File: config.mk
export PLATFORM = sky130hd
export DESIGN_NAME = boot_loader
export DESIGN_NICKNAME = d
export VERILOG_FILES = /design/src/rtl/boot_loader.sv
export SDC_FILE = /design/constraint.sdc
export NUM_CORES = 1
export LEC_CHECK = 0
export BUFFER_PORTS_ARGS = -buffer_cell sky130_fd_sc_hd__buf_2
export CORE_ASPECT_RATIO = 1.4
export CORE_MARGIN = 2
export CORE_UTILIZATION = 50
export DETAILED_ROUTE_END_ITERATION = 12
export GPL_TIMING_DRIVEN = 0
export PLACE_DENSITY = 0.84
export RECOVER_POWER = 50
export SLEW_MARGIN = 20
export SYNTH_ARGS = -nofsm -noshare
export SYNTH_HDL_FRONTEND = slang
export SYNTH_SLANG_ARGS = --single-unit
File: constraint.sdc
create_clock -name clk -period 1.9 [get_ports clk]
set_input_delay 0.19 -clock clk [delete_from_list [all_inputs] [get_ports clk]]
set_output_delay 0.19 -clock clk [all_outputs]
set_load 0.01 [all_outputs]
File: src/rtl/boot_loader.sv
// Byte-stream image loader: assembles 16-bit words (high byte first), writes them to
// memory, verifies an XOR checksum, then hands the memory write port to the CPU.
module boot_loader #(
    parameter int MAX_WORDS  = 128,
    parameter int ADDR_WIDTH = 8
) (
    input  logic                  clk,
    input  logic                  rst,
    input  logic                  in_valid,
    input  logic [7:0]            in_data,
    output logic                  in_ready,
    input  logic                  cpu_we,
    input  logic [ADDR_WIDTH-1:0] cpu_addr,
    input  logic [15:0]           cpu_data,
    output logic                  mem_we,
    output logic [ADDR_WIDTH-1:0] mem_addr,
    output logic [15:0]           mem_in,
    output logic                  cpu_run,
    output logic                  load_done,
    output logic                  load_error,
    output logic [7:0]            words_loaded
);

    typedef enum logic [2:0] {
        S_IDLE  = 3'd0,
        S_COUNT = 3'd1,
        S_HI    = 3'd2,
        S_LO    = 3'd3,
        S_WRITE = 3'd4,
        S_CHECK = 3'd5,
        S_RUN   = 3'd6,
        S_ERROR = 3'd7
    } state_t;

    localparam logic [7:0] MAX_N = 8'(MAX_WORDS);

    state_t                  state_r;
    logic [7:0]              n_r;
    logic [7:0]              idx_r;
    logic [7:0]              csum_r;
    logic [7:0]              hi_r;
    logic                    in_ready_r;
    logic                    mem_we_r;
    logic [ADDR_WIDTH-1:0]   mem_addr_r;
    logic [15:0]             mem_in_r;
    logic                    cpu_run_r;
    logic                    load_done_r;
    logic                    load_error_r;
    logic [7:0]              words_loaded_r;
    logic                    accept_s;
    logic [7:0]              idx_next_s;

    function automatic logic [7:0] csum_fold(input logic [7:0] acc, input logic [7:0] b);
        return acc ^ b;
    endfunction

    assign accept_s   = in_valid && in_ready_r;
    assign idx_next_s = idx_r + 8'd1;

    // Loader FSM; every output is registered alongside the state it belongs to.
    always_ff @(posedge clk or posedge rst) begin
        if (rst) begin
            state_r        <= S_IDLE;
            n_r            <= 8'd0;
            idx_r          <= 8'd0;
            csum_r         <= 8'd0;
            hi_r           <= 8'd0;
            in_ready_r     <= 1'b0;
            mem_we_r       <= 1'b0;
            mem_addr_r     <= '0;
            mem_in_r       <= 16'd0;
            cpu_run_r      <= 1'b0;
            load_done_r    <= 1'b0;
            load_error_r   <= 1'b0;
            words_loaded_r <= 8'd0;
        end else begin
            case (state_r)
                S_IDLE: begin
                    in_ready_r <= 1'b1;
                    state_r    <= S_COUNT;
                end
                S_COUNT: begin
                    if (accept_s) begin
                        if ((in_data == 8'd0) || (in_data > MAX_N)) begin
                            in_ready_r   <= 1'b0;
                            load_error_r <= 1'b1;
                            state_r      <= S_ERROR;
                        end else begin
                            n_r     <= in_data;
                            csum_r  <= in_data;
                            state_r <= S_HI;
                        end
                    end
                end
                S_HI: begin
                    if (accept_s) begin
                        hi_r    <= in_data;
                        csum_r  <= csum_fold(csum_r, in_data);
                        state_r <= S_LO;
                    end
                end
                S_LO: begin
                    if (accept_s) begin
                        mem_in_r   <= {hi_r, in_data};
                        mem_addr_r <= {idx_r[ADDR_WIDTH-2:0], 1'b0};
                        mem_we_r   <= 1'b1;
                        csum_r     <= csum_fold(csum_r, in_data);
                        in_ready_r <= 1'b0;
                        state_r    <= S_WRITE;
                    end
                end
                S_WRITE: begin
                    mem_we_r   <= 1'b0;
                    in_ready_r <= 1'b1;
                    idx_r      <= idx_next_s;
                    if (words_loaded_r < n_r) begin
                        words_loaded_r <= words_loaded_r + 8'd1;
                    end
                    if (idx_next_s == n_r) begin
                        state_r <= S_CHECK;
                    end else begin
                        state_r <= S_HI;
                    end
                end
                S_CHECK: begin
                    if (accept_s) begin
                        in_ready_r <= 1'b0;
                        if (in_data == csum_r) begin
                            cpu_run_r   <= 1'b1;
                            load_done_r <= 1'b1;
                            state_r     <= S_RUN;
                        end else begin
                            load_error_r <= 1'b1;
                            state_r      <= S_ERROR;
                        end
                    end
                end
                S_RUN: begin
                    in_ready_r <= 1'b0;
                    mem_we_r   <= 1'b0;
                end
                S_ERROR: begin
                    in_ready_r <= 1'b0;
                    mem_we_r   <= 1'b0;
                end
                default: begin
                    in_ready_r   <= 1'b0;
                    mem_we_r     <= 1'b0;
                    load_error_r <= 1'b1;
                    state_r      <= S_ERROR;
                end
            endcase
        end
    end

    // Once running, the CPU owns the memory write port with no added latency.
    always_comb begin
        if (cpu_run_r) begin
            mem_we   = cpu_we;
            mem_addr = cpu_addr;
            mem_in   = cpu_data;
        end else begin
            mem_we   = mem_we_r;
            mem_addr = mem_addr_r;
            mem_in   = mem_in_r;
        end
    end

    assign in_ready     = in_ready_r;
    assign cpu_run      = cpu_run_r;
    assign load_done    = load_done_r;
    assign load_error   = load_error_r;
    assign words_loaded = words_loaded_r;

endmodule
==> flow_metrics.env, run 1 <==
export IMPL_finalClockSkew_ns=0.0107
export IMPL_tritoncts="built"
export IMPL_viasPerCell=5.81
export IMPL_worstSetupStartpointType="flip-flop"
export IMPL_syn_cell_area_um2=3930
export IMPL_preCtsSetupSlack_ns=-0.376
export IMPL_die_area_um2=8600
export IMPL_rsz0062_at_grt="yes"
export IMPL_finalCritPeriodShare_pct=102
export IMPL_wl_mm=10.2
export IMPL_fin_util_pct=64.3
export IMPL_switching_share_pct=24.3
export IMPL_yosysWarnings=0
export IMPL_violations="negative setup slack"
export IMPL_port_buffers=71
export IMPL_cpPeakStageDelay_ns=0.44
export IMPL_fillers=588
export IMPL_end_kind="flip-flop"
export IMPL_cp_data_required_time_ns=2.13
export IMPL_async_flop_share_pct=100
export IMPL_grtUsageTotal_pct=23.3
export IMPL_crit_buf_inv=0
export IMPL_peakVddDrop_mv=0.554
export IMPL_antenna_cells=0
export IMPL_ys_seq_area_share_pct=44.5
export IMPL_clkLatencyLatePin_ns=0.35
export IMPL_hp_class="input pin to flip-flop"
export IMPL_slowest_stage="dfrtp_2"
export IMPL_die_w_um=79.0
export IMPL_initialDrtViolationCount=132
export IMPL_routabilityCongestion=0.855
export IMPL_crit_family="compound AO/OA/AOI/OAI gates"
export IMPL_setup_viol=5
export IMPL_seq_power_share_pct=55.2
export IMPL_vias=3286
export IMPL_postRouteAntennaNets=0
export IMPL_period_minus_slack_ns=1.94
export IMPL_drc=0
export IMPL_final_cell_mix="buf_2 (69), dfrtp_1 (63), mux2_2 (55)"
export IMPL_arrival_ns=2.17
export IMPL_antenna_found_initial=0
export IMPL_start_util_pct=51.1
export IMPL_postLayoutSetupSlackWorst_ns=-0.0357
export IMPL_clock_root_buffer="clkbuf_8"
export IMPL_timing_fmax_ghz=0.517
export IMPL_timing_setup_tns_ns=-0.111
export IMPL_rows=38
export IMPL_path_max_fanout=6
export IMPL_cap_violations=0
export IMPL_dp_hpwl_mm=6.81
export IMPL_cp_cell_sequence="and4_1 -> a21oi_1 -> o311a_1 -> o211a_1 -> o311ai_0"
export IMPL_grt_pass1_vias=3117
export IMPL_power_density_nw_per_um2=545
export IMPL_dr_pass1_iters=7
export IMPL_clock_path_buffers=2
export IMPL_fp_coreArea_um2=7700
export IMPL_hold_ws_ns=0.179
export IMPL_numCtsBuffers=9
export IMPL_ys_types=51
export IMPL_synth_seq_cells=70
export IMPL_grt_ovfl_total=0
export IMPL_grt_start_max_net_pins=36
export IMPL_drive_gt1_share_pct=46.8
export IMPL_drv_slew=0
export IMPL_synth_ff_type="dfrtp_1"
export IMPL_internal_power_w=0.00204
export IMPL_nets=509
export IMPL_p_clk_share_pct=40.5
export IMPL_clkSinkCount=70
export IMPL_maxSlewHeadroom_pct=49.7
export IMPL_grt_pass1_wl_mm=15.2
export IMPL_synth_edf_count=0
export IMPL_syn_inst=363
export IMPL_die_y_um=109
export IMPL_syn_area_per_cell_um2=10.8
export IMPL_crit_type="flip-flop to flip-flop"
export IMPL_final_hold_violation_count=0
export IMPL_post_drt_wl_per_cell_um=17.9
export IMPL_ctsHtreeMaxLevel=3
export IMPL_total_power_w=0.00270
export IMPL_leakagePower_nw=2.51
export IMPL_p_sw_w=0.000657
export IMPL_status="finished with violations"
export IMPL_syn_num_nets=411
export IMPL_area_growth_pct=25.9
export IMPL_combPwrFrac_pct=4.3
export IMPL_path_clk_slew_ns=0.08
export IMPL_tightest_slew_ns=0.750
export IMPL_final_common_cell="buf_2"
export IMPL_io_pins=73
flip-flops by register name (all words and copies together), names as in the netlist:
| signal | count |
|---|---|
| hi_r | 8 |
| state_r | 3 |
| mem_addr_r | 7 |
| n_r | 8 |
| mem_we_r | 1 |
| words_loaded | 8 |
| mem_in_r | 16 |
| idx_r | 8 |
| in_ready | 1 |
| load_error | 1 |
| load_done | 1 |
| csum_r | 8 |
layout make-up:
type | instances | area [um2] | area share, %
Buffer | 11 | 70.1 | 1.42
Clock buffer | 11 | 141 | 2.86
Clock inverter | 5 | 35.0 | 0.708
Inverter | 15 | 62.6 | 1.26
Multi-Input combinational cell | 260 | 2220 | 44.8
Sequential cell | 70 | 1760 | 35.6
Tap cell | 100 | 125 | 2.53
Timing Repair Buffer | 94 | 538 | 10.9
cells in the mapped netlist (3+ instances only):
| master | number | area, um2 |
|---|---|---|
| xor2_1 | 6 | 52.6 |
| o211ai_1 | 3 | 22.5 |
| a21o_1 | 5 | 37.5 |
| clkbuf_1 | 15 | 56.3 |
| nand2_1 | 20 | 75.1 |
| ha_1 | 12 | 150 |
| nand3_1 | 5 | 25.0 |
| mux2_4 | 8 | 120 |
| o311ai_1 | 3 | 26.3 |
| nor3_1 | 5 | 25.0 |
| nand2b_1 | 14 | 87.6 |
| a21oi_1 | 15 | 75.1 |
| mux2_2 | 56 | 631 |
| and3_1 | 4 | 25.0 |
| o21ai_0 | 19 | 95.1 |
| xnor2_1 | 20 | 175 |
| dfrtp_1 | 70 | 1750 |
| and2_1 | 4 | 25.0 |
| nand4_1 | 8 | 50.1 |
| nor2_1 | 21 | 78.8 |
| inv_1 | 14 | 52.6 |
stage by stage:
step / area (um2) / instances
floorplan: 3980 / 363
global placement: 4460 / 534
detailed placement: 4510 / 536
CTS: 4770 / 557
global route: 4950 / 566
finish: 4950 / 566
logic make-up (layout without fill, tap and decap cells):
family	count (synthesis)	after routing	share of synthesized area (%)
simple gates	92	92	12.4
flops	70	70	44.5
compound gates	65	65	10.6
mux	64	64	19.1
buf+inv	33	136	3.31
xor+xnor	27	27	6.20
fa+ha+maj	12	12	3.82
path summary, 6_finish.rpt:
| kind | start | end | slack [ns] | depth (start not counted) |
|---|---|---|---|---|
| worst max register to register | idx_r[0] | state_r[1] | -0.04 | 5 |
| min in group asynchronous | rst | load_done | 0.47 | 3 |
| max in group asynchronous | rst | idx_r[0] | 0.29 | 5 |
| worst min register to register | load_error | load_error | 0.46 | 1 |
| worst max-delay path | idx_r[0] | state_r[1] | -0.04 | 5 |
| worst min-delay path | in_data[1] | csum_r[1] | 0.18 | 3 |
routing by layer:
layer	vias to the layer above	global-route usage [%]	share of wire [%]
met1	1648	25.5	37
met5	-	0	0
met2	121	42.1	56
met4	0	10.1	2.4
met3	22	6.29	5.3
li1	1495	-	-
tightest hold or removal path, delay by kind of cell:
kind	cells	cell delay (ns)
AOI/OAI and AO/OA	1	0.09
and+or+nand+nor	1	0.06
buffers and inverters	1	0.16
power by group through the flow:
stage | Clock, W | Combinational, W | Sequential, W
CTS | 0.00111 | 0.000122 | 0.00149
global placement | 0 | 0.000104 | 0.00152
finish | 0.00109 | 0.000116 | 0.00149
global route | 0.00118 | 0.000128 | 0.00149
floorplan | 0 | 0.0000415 | 0.00152
detailed placement | 0 | 0.000119 | 0.00152
repair_timing:
item / 4_1_cts / 5_1_grt
setup endpoints to repair: 66 / 55
buffers inserted: 8 / 12
pin swaps: 1 / 7
endpoints found under the hold margin: 16 / 0
hold buffers: 1 / 0
resized for setup: 17 / 26
Power figures use the tool's default switching activity.
==> run 2, diff against run 1 <==
--- a/config.mk
+++ b/config.mk
@@ -11,7 +11,7 @@
 export CORE_UTILIZATION = 50
 export DETAILED_ROUTE_END_ITERATION = 12
 export GPL_TIMING_DRIVEN = 0
-export PLACE_DENSITY = 0.84
+export PLACE_DENSITY_LB_ADDON = 0.25
 export RECOVER_POWER = 50
 export SLEW_MARGIN = 20
 export SYNTH_ARGS = -nofsm -noshare
==> constraint.sdc (replaced) <==
create_clock -name clk -period 1.9 [get_ports clk]
set_input_delay 0.19 -clock clk [delete_from_list [all_inputs] [get_ports clk]]
set_output_delay 0.19 -clock clk [all_outputs]
set_load 0.1 [all_outputs]
==> flow_metrics.env, run 2 (synthesis gave the netlist of run 1 again) <==
export IMPL_maxSlewHeadroom_pct=17.0
export IMPL_internal_power_w=0.00220
export IMPL_fp_coreArea_um2=7700
export IMPL_antenna_found_initial=0
export IMPL_cp_cell_sequence="and4_1 -> nand2_1 -> nor3b_1 -> o311a_1 -> o211a_1 -> o311ai_2"
export IMPL_rows=38
export IMPL_dp_hpwl_mm=6.51
export IMPL_postLayoutSetupSlackWorst_ns=0.0217
export IMPL_drc=0
export IMPL_drive_gt1_share_pct=46.2
export IMPL_clkSinkCount=70
export IMPL_nets=502
export IMPL_multi_input_area_um2=2240
export IMPL_tightest_slew_ns=1.24
export IMPL_clock_root_buffer="clkbuf_8"
export IMPL_combPwrFrac_pct=4.3
export IMPL_rsz0062_at_grt="yes"
export IMPL_seq_power_share_pct=52.5
export IMPL_die_y_um=109
export IMPL_drv_slew=0
export IMPL_period_minus_slack_ns=1.88
export IMPL_fin_area_um2=5040
export IMPL_clock_path_buffers=2
export IMPL_timing_fmax_ghz=0.532
export IMPL_arrival_ns=2.13
export IMPL_cap_violations=0
export IMPL_max_flop_register="mem_in_r"
export IMPL_p_sw_w=0.000637
export IMPL_tritoncts="built"
export IMPL_vias=3102
export IMPL_preCtsSetupSlack_ns=-0.393
export IMPL_die_area_um2=8600
export IMPL_io_pins=73
export IMPL_switching_share_pct=22.5
export IMPL_ctsHtreeMaxLevel=3
export IMPL_wl_mm=8.94
export IMPL_finalCritPeriodShare_pct=98.9
export IMPL_path_clk_slew_ns=0.08
export IMPL_slowest_stage="dfrtp_2"
export IMPL_clkLatencyLatePin_ns=0.35
export IMPL_end_kind="flip-flop"
export IMPL_area_growth_pct=28.2
export IMPL_cp_data_required_time_ns=2.15
export IMPL_worstSetupStartpointType="flip-flop"
export IMPL_grtUsageTotal_pct=21.6
export IMPL_fillers=618
export IMPL_cpPeakStageDelay_ns=0.47
export IMPL_setup_viol=0
export IMPL_final_cell_mix="dfrtp_1 (55), buf_2 (52), mux2_2 (37)"
export IMPL_final_hold_violation_count=0
export IMPL_final_common_cell="dfrtp_1"
export IMPL_antenna_cells=0
export IMPL_path_max_fanout=7
export IMPL_dr_pass1_iters=4
export IMPL_postRouteAntennaNets=0
export IMPL_post_drt_wl_per_cell_um=16.0
export IMPL_die_w_um=79.0
export IMPL_peakVddDrop_mv=0.494
export IMPL_fin_util_pct=65.4
export IMPL_numCtsBuffers=9
export IMPL_status="completed"
export IMPL_crit_type="flip-flop to flip-flop"
export IMPL_routabilityCongestion=0.854
export IMPL_start_util_pct=51.1
export IMPL_grt_pass1_vias=3010
export IMPL_p_clk_share_pct=43.2
export IMPL_finalClockSkew_ns=0.00750
export IMPL_leakagePower_nw=2.49
export IMPL_place_area_um2=4640
export IMPL_hp_class="input pin to flip-flop"
export IMPL_viasPerCell=5.57
export IMPL_grt_start_max_net_pins=28
export IMPL_largest_reg_flops=16
export IMPL_seq_area_um2=1770
export IMPL_port_buffers=71
export IMPL_initialDrtViolationCount=119
export IMPL_power_density_nw_per_um2=563
export IMPL_grt_ovfl_total=0
export IMPL_grt_pass1_wl_mm=14.3
[run 2: per-stage QoR]
step,hold WS (ns),cells,total power (W),TNS [ns]
floorplan,0.331,363,0.00156,-1.55
global placement,0.438,534,0.00163,-5.14
detailed placement,0.307,536,0.00164,-5.84
CTS,0.175,554,0.00286,0
global route,0.205,557,0.00292,-0.266
finish,0.186,557,0.00284,0
[run 2: layout make-up]
cell class                 instances  area share, %
sequential                        70           35.1
clock buffer                      11           3.00
timing repair buffer              84           10.6
multi-input combinational        260           44.5
tap                              100           2.48
clock inverter                     3          0.894
inverter                          15           1.24
buffer                            14           2.13
[run 2: power groups by stage]
| stage | Sequential, W | Clock, W | Combinational (W) |
|---|---|---|---|
| 6_report | 0.00149 | 0.00123 | 0.000122 |
| 5_1_grt | 0.00149 | 0.00130 | 0.000137 |
| 4_1_cts | 0.00149 | 0.00125 | 0.000124 |
| 3_5_place_dp | 0.00152 | 0 | 0.000123 |
| 3_3_place_gp | 0.00152 | 0 | 0.000108 |
| 2_1_floorplan | 0.00152 | 0 | 0.0000421 |
[run 2: worst max-delay path, delay by kind of cell, from the launching register on]
family	cells	cell delay, ns
DFF	1	0.47
and+or+nand+nor	3	0.48
AOI/OAI and AO/OA	3	0.84
[run 2: final timing paths]
path | start | end | slack (ns) | cells past startpoint
setup / recovery | idx_r[3] | state_r[1] | 0.02 | 6
hold / removal | in_data[2] | csum_r[2] | 0.19 | 3
setup reg to reg | idx_r[3] | state_r[1] | 0.02 | 6
hold reg to reg | load_error | load_error | 0.46 | 1
max in group asynchronous | rst | idx_r[0] | 0.42 | 5
min in group asynchronous | rst | in_ready | 0.64 | 3
[run 2: what timing repair did]
action,CTS,global route
pin swaps,1,3
hold buffers,1,0
buffers inserted,6,4
endpoints found under the hold margin,26,0
setup endpoints to repair,45,72
resized for setup,13,52
[run 2: layer usage]
layer | part of all wire [%] | GRT usage (%) | vias up | wire length, um
met2 | 55 | 38.9 | 77 | 4880
met4 | 1.9 | 9.11 | 0 | 170
met1 | 39 | 24.9 | 1535 | 3510
met3 | 4.1 | 4.39 | 16 | 368
met5 | 0 | 0 | - | 0
li1 | - | - | 1474 | -
==> run 3, diff against run 2 <==
--- a/config.mk
+++ b/config.mk
@@ -8,10 +8,11 @@
 export BUFFER_PORTS_ARGS = -buffer_cell sky130_fd_sc_hd__buf_2
 export CORE_ASPECT_RATIO = 1.4
 export CORE_MARGIN = 2
-export CORE_UTILIZATION = 50
+export CORE_UTILIZATION = 52
+export CTS_BUF_LIST = sky130_fd_sc_hd__clkbuf_8
 export DETAILED_ROUTE_END_ITERATION = 12
 export GPL_TIMING_DRIVEN = 0
-export PLACE_DENSITY_LB_ADDON = 0.25
+export PLACE_DENSITY = 0.86
 export RECOVER_POWER = 50
 export SLEW_MARGIN = 20
 export SYNTH_ARGS = -nofsm -noshare
==> constraint.sdc (replaced) <==
create_clock -name clk -period 1.7 [get_ports clk]
set_input_delay 0.17 -clock clk [delete_from_list [all_inputs] [get_ports clk]]
set_output_delay 0.17 -clock clk [all_outputs]
set_load 0.1 [all_outputs]
==> flow_metrics.env, run 3 (synthesis gave the netlist of run 1 again) <==
export IMPL_status="finished with violations"
export IMPL_violations="negative setup slack"
export IMPL_clock_path_buffers=2
export IMPL_path_clk_slew_ns=0.08
export IMPL_nets=527
export IMPL_initialDrtViolationCount=338
export IMPL_dr_pass1_iters=5
export IMPL_numCtsBuffers=9
export IMPL_die_w_um=77.5
export IMPL_preCtsSetupSlack_ns=-0.529
export IMPL_final_hold_violation_count=0
export IMPL_antenna_cells=0
export IMPL_area_growth_pct=48.9
export IMPL_rows=37
export IMPL_routabilityCongestion=0.861
export IMPL_peakVddDrop_mv=0.649
export IMPL_reg2reg_depth=8
export IMPL_clkSinkCount=70
export IMPL_rsz0062_at_grt="yes"
export IMPL_die_area_um2=8280
export IMPL_crit_type="flip-flop to flip-flop"
export IMPL_total_power_w=0.00311
export IMPL_power_density_nw_per_um2=531
export IMPL_fp_coreArea_um2=7360
export IMPL_tritoncts="built"
export IMPL_hold_depth=2
export IMPL_leakagePower_nw=2.78
export IMPL_end_kind="flip-flop"
export IMPL_setup_viol=46
export IMPL_post_drt_wl_per_cell_um=24.4
export IMPL_port_buffers=71
export IMPL_dp_hpwl_mm=6.90
export IMPL_startpoint="n_r[5]"
export IMPL_highest_layer="met4"
export IMPL_io_pins=73
export IMPL_clock_root_buffer="clkbuf_8"
export IMPL_wl_met3_um=918
export IMPL_drive_gt1_share_pct=55.0
export IMPL_grt_start_max_net_pins=33
export IMPL_drc=0
export IMPL_hp_class="input pin to flip-flop"
export IMPL_grtUsageTotal_pct=31.4
export IMPL_finalCritPeriodShare_pct=118
export IMPL_hold_ws_ns=0.0452
export IMPL_worstHoldStart="in_data[1]"
export IMPL_largest_reg_flops=16
export IMPL_timing_fmax_ghz=0.499
export IMPL_vias=3708
export IMPL_postRouteAntennaNets=0
export IMPL_grt_pass1_wl_mm=19.7
export IMPL_reg2reg_from="n_r[5]"
export IMPL_period_minus_slack_ns=2.00
export IMPL_tightest_slew_ns=0.803
export IMPL_wl_mm=14.2
export IMPL_final_common_cell="dfrtp_1"
export IMPL_final_cell_mix="dfrtp_1 (56), mux2_4 (52), buf_2 (42)"
export IMPL_antenna_found_initial=0
export IMPL_whs_endpoint="hi_r[1]"
export IMPL_finalNonFillerCells=581
export IMPL_place_inst=533
export IMPL_cap_violations=0
export IMPL_path_max_fanout=8
export IMPL_r2r_end="words_loaded[1]"
export IMPL_drv_slew=0
export IMPL_wl_met1_mm=4.65
export IMPL_finalClockSkew_ns=0.0153
export IMPL_start_util_pct=53.4
export IMPL_maxSlewHeadroom_pct=46.4
export IMPL_viasPerCell=6.38
export IMPL_cp_data_required_time_ns=1.94
export IMPL_clkLatencyLatePin_ns=0.37
export IMPL_grt_pass1_vias=3722
export IMPL_ctsHtreeMaxLevel=3
export IMPL_worstSetupStartpointType="flip-flop"
export IMPL_die_y_um=107
export IMPL_grt_ovfl_total=0
export IMPL_met2WireLength_mm=7.47
export IMPL_r2r_slack_ns=-0.30
export IMPL_postLayoutSetupSlackWorst_ns=-0.302
export IMPL_max_flop_register="mem_in_r"
export IMPL_arrival_ns=2.25
==> run 3: power breakdown <==
group,switching (W),leakage (nW),internal [W]
Sequential,0,0.942,0.00166
Combinational,0.0000996,1.75,0.0000638
Clock,0.000717,0.0899,0.000564
Total,0.000817,2.78,0.00229
==> run 3: cell type report <==
| cell class | instances | area [um2] |
|---|---|---|
| multi-input cells | 260 | 2510 |
| clock inverters | 6 | 37.5 |
| well taps | 97 | 121 |
| plain buffers | 13 | 154 |
| clock buffers | 10 | 138 |
| repair buffers | 110 | 1060 |
| flip-flops and latches | 70 | 1770 |
| fillers | 368 | 1500 |
| inverters | 15 | 62.6 |
==> run 3: metrics by stage <==
step	instance area (um2)	setup TNS [ns]	util [%]
after detailed placement	4800	-17.26	65.2
after CTS	5660	-2.17	76.8
after global placement	4760	-15.49	64.7
after floorplan	4280	-9.33	-
after global routing	5860	-7.44	79.6
final	5860	-5.02	79.6
==> run 3: timing repair <==
action,in CTS,in global routing
gates cloned,2,0
hold endpoints to repair,10,0
hold buffers,1,0
pin swaps,13,24
resized for setup,125,55
endpoints found under the setup margin,83,59
buffers inserted,26,8
==> run 3: critical path, cell delays in order (launching register included) <==
cell and delay (ns):
dfrtp_1 0.40, inv_2 0.09, ha_4 0.21, a21o_1 0.16
a21o_1 0.16, a211oi_2 0.22, o31a_1 0.19, clkbuf_8 0.15
mux2_4 0.29
==> run 3: how the worst max path moves through the flow <==
| stage | endpoint | slack, ns | cells after the start |
|---|---|---|---|
| floorplan | words_loaded[1] | -0.45 | 7 |
| global placement | n_r[0] | -0.50 | 6 |
| detailed placement | n_r[3] | -0.53 | 6 |
| CTS | words_loaded[1] | -0.20 | 8 |
| global route | words_loaded[1] | -0.38 | 7 |
| finish | words_loaded[1] | -0.30 | 8 |
==> run 3: routing by layer <==
metal,up-vias,track usage (%)
met2,262,55.5
li1,1527,-
met5,-,0
met4,0,20.2
met3,98,6.40
met1,1821,33.8
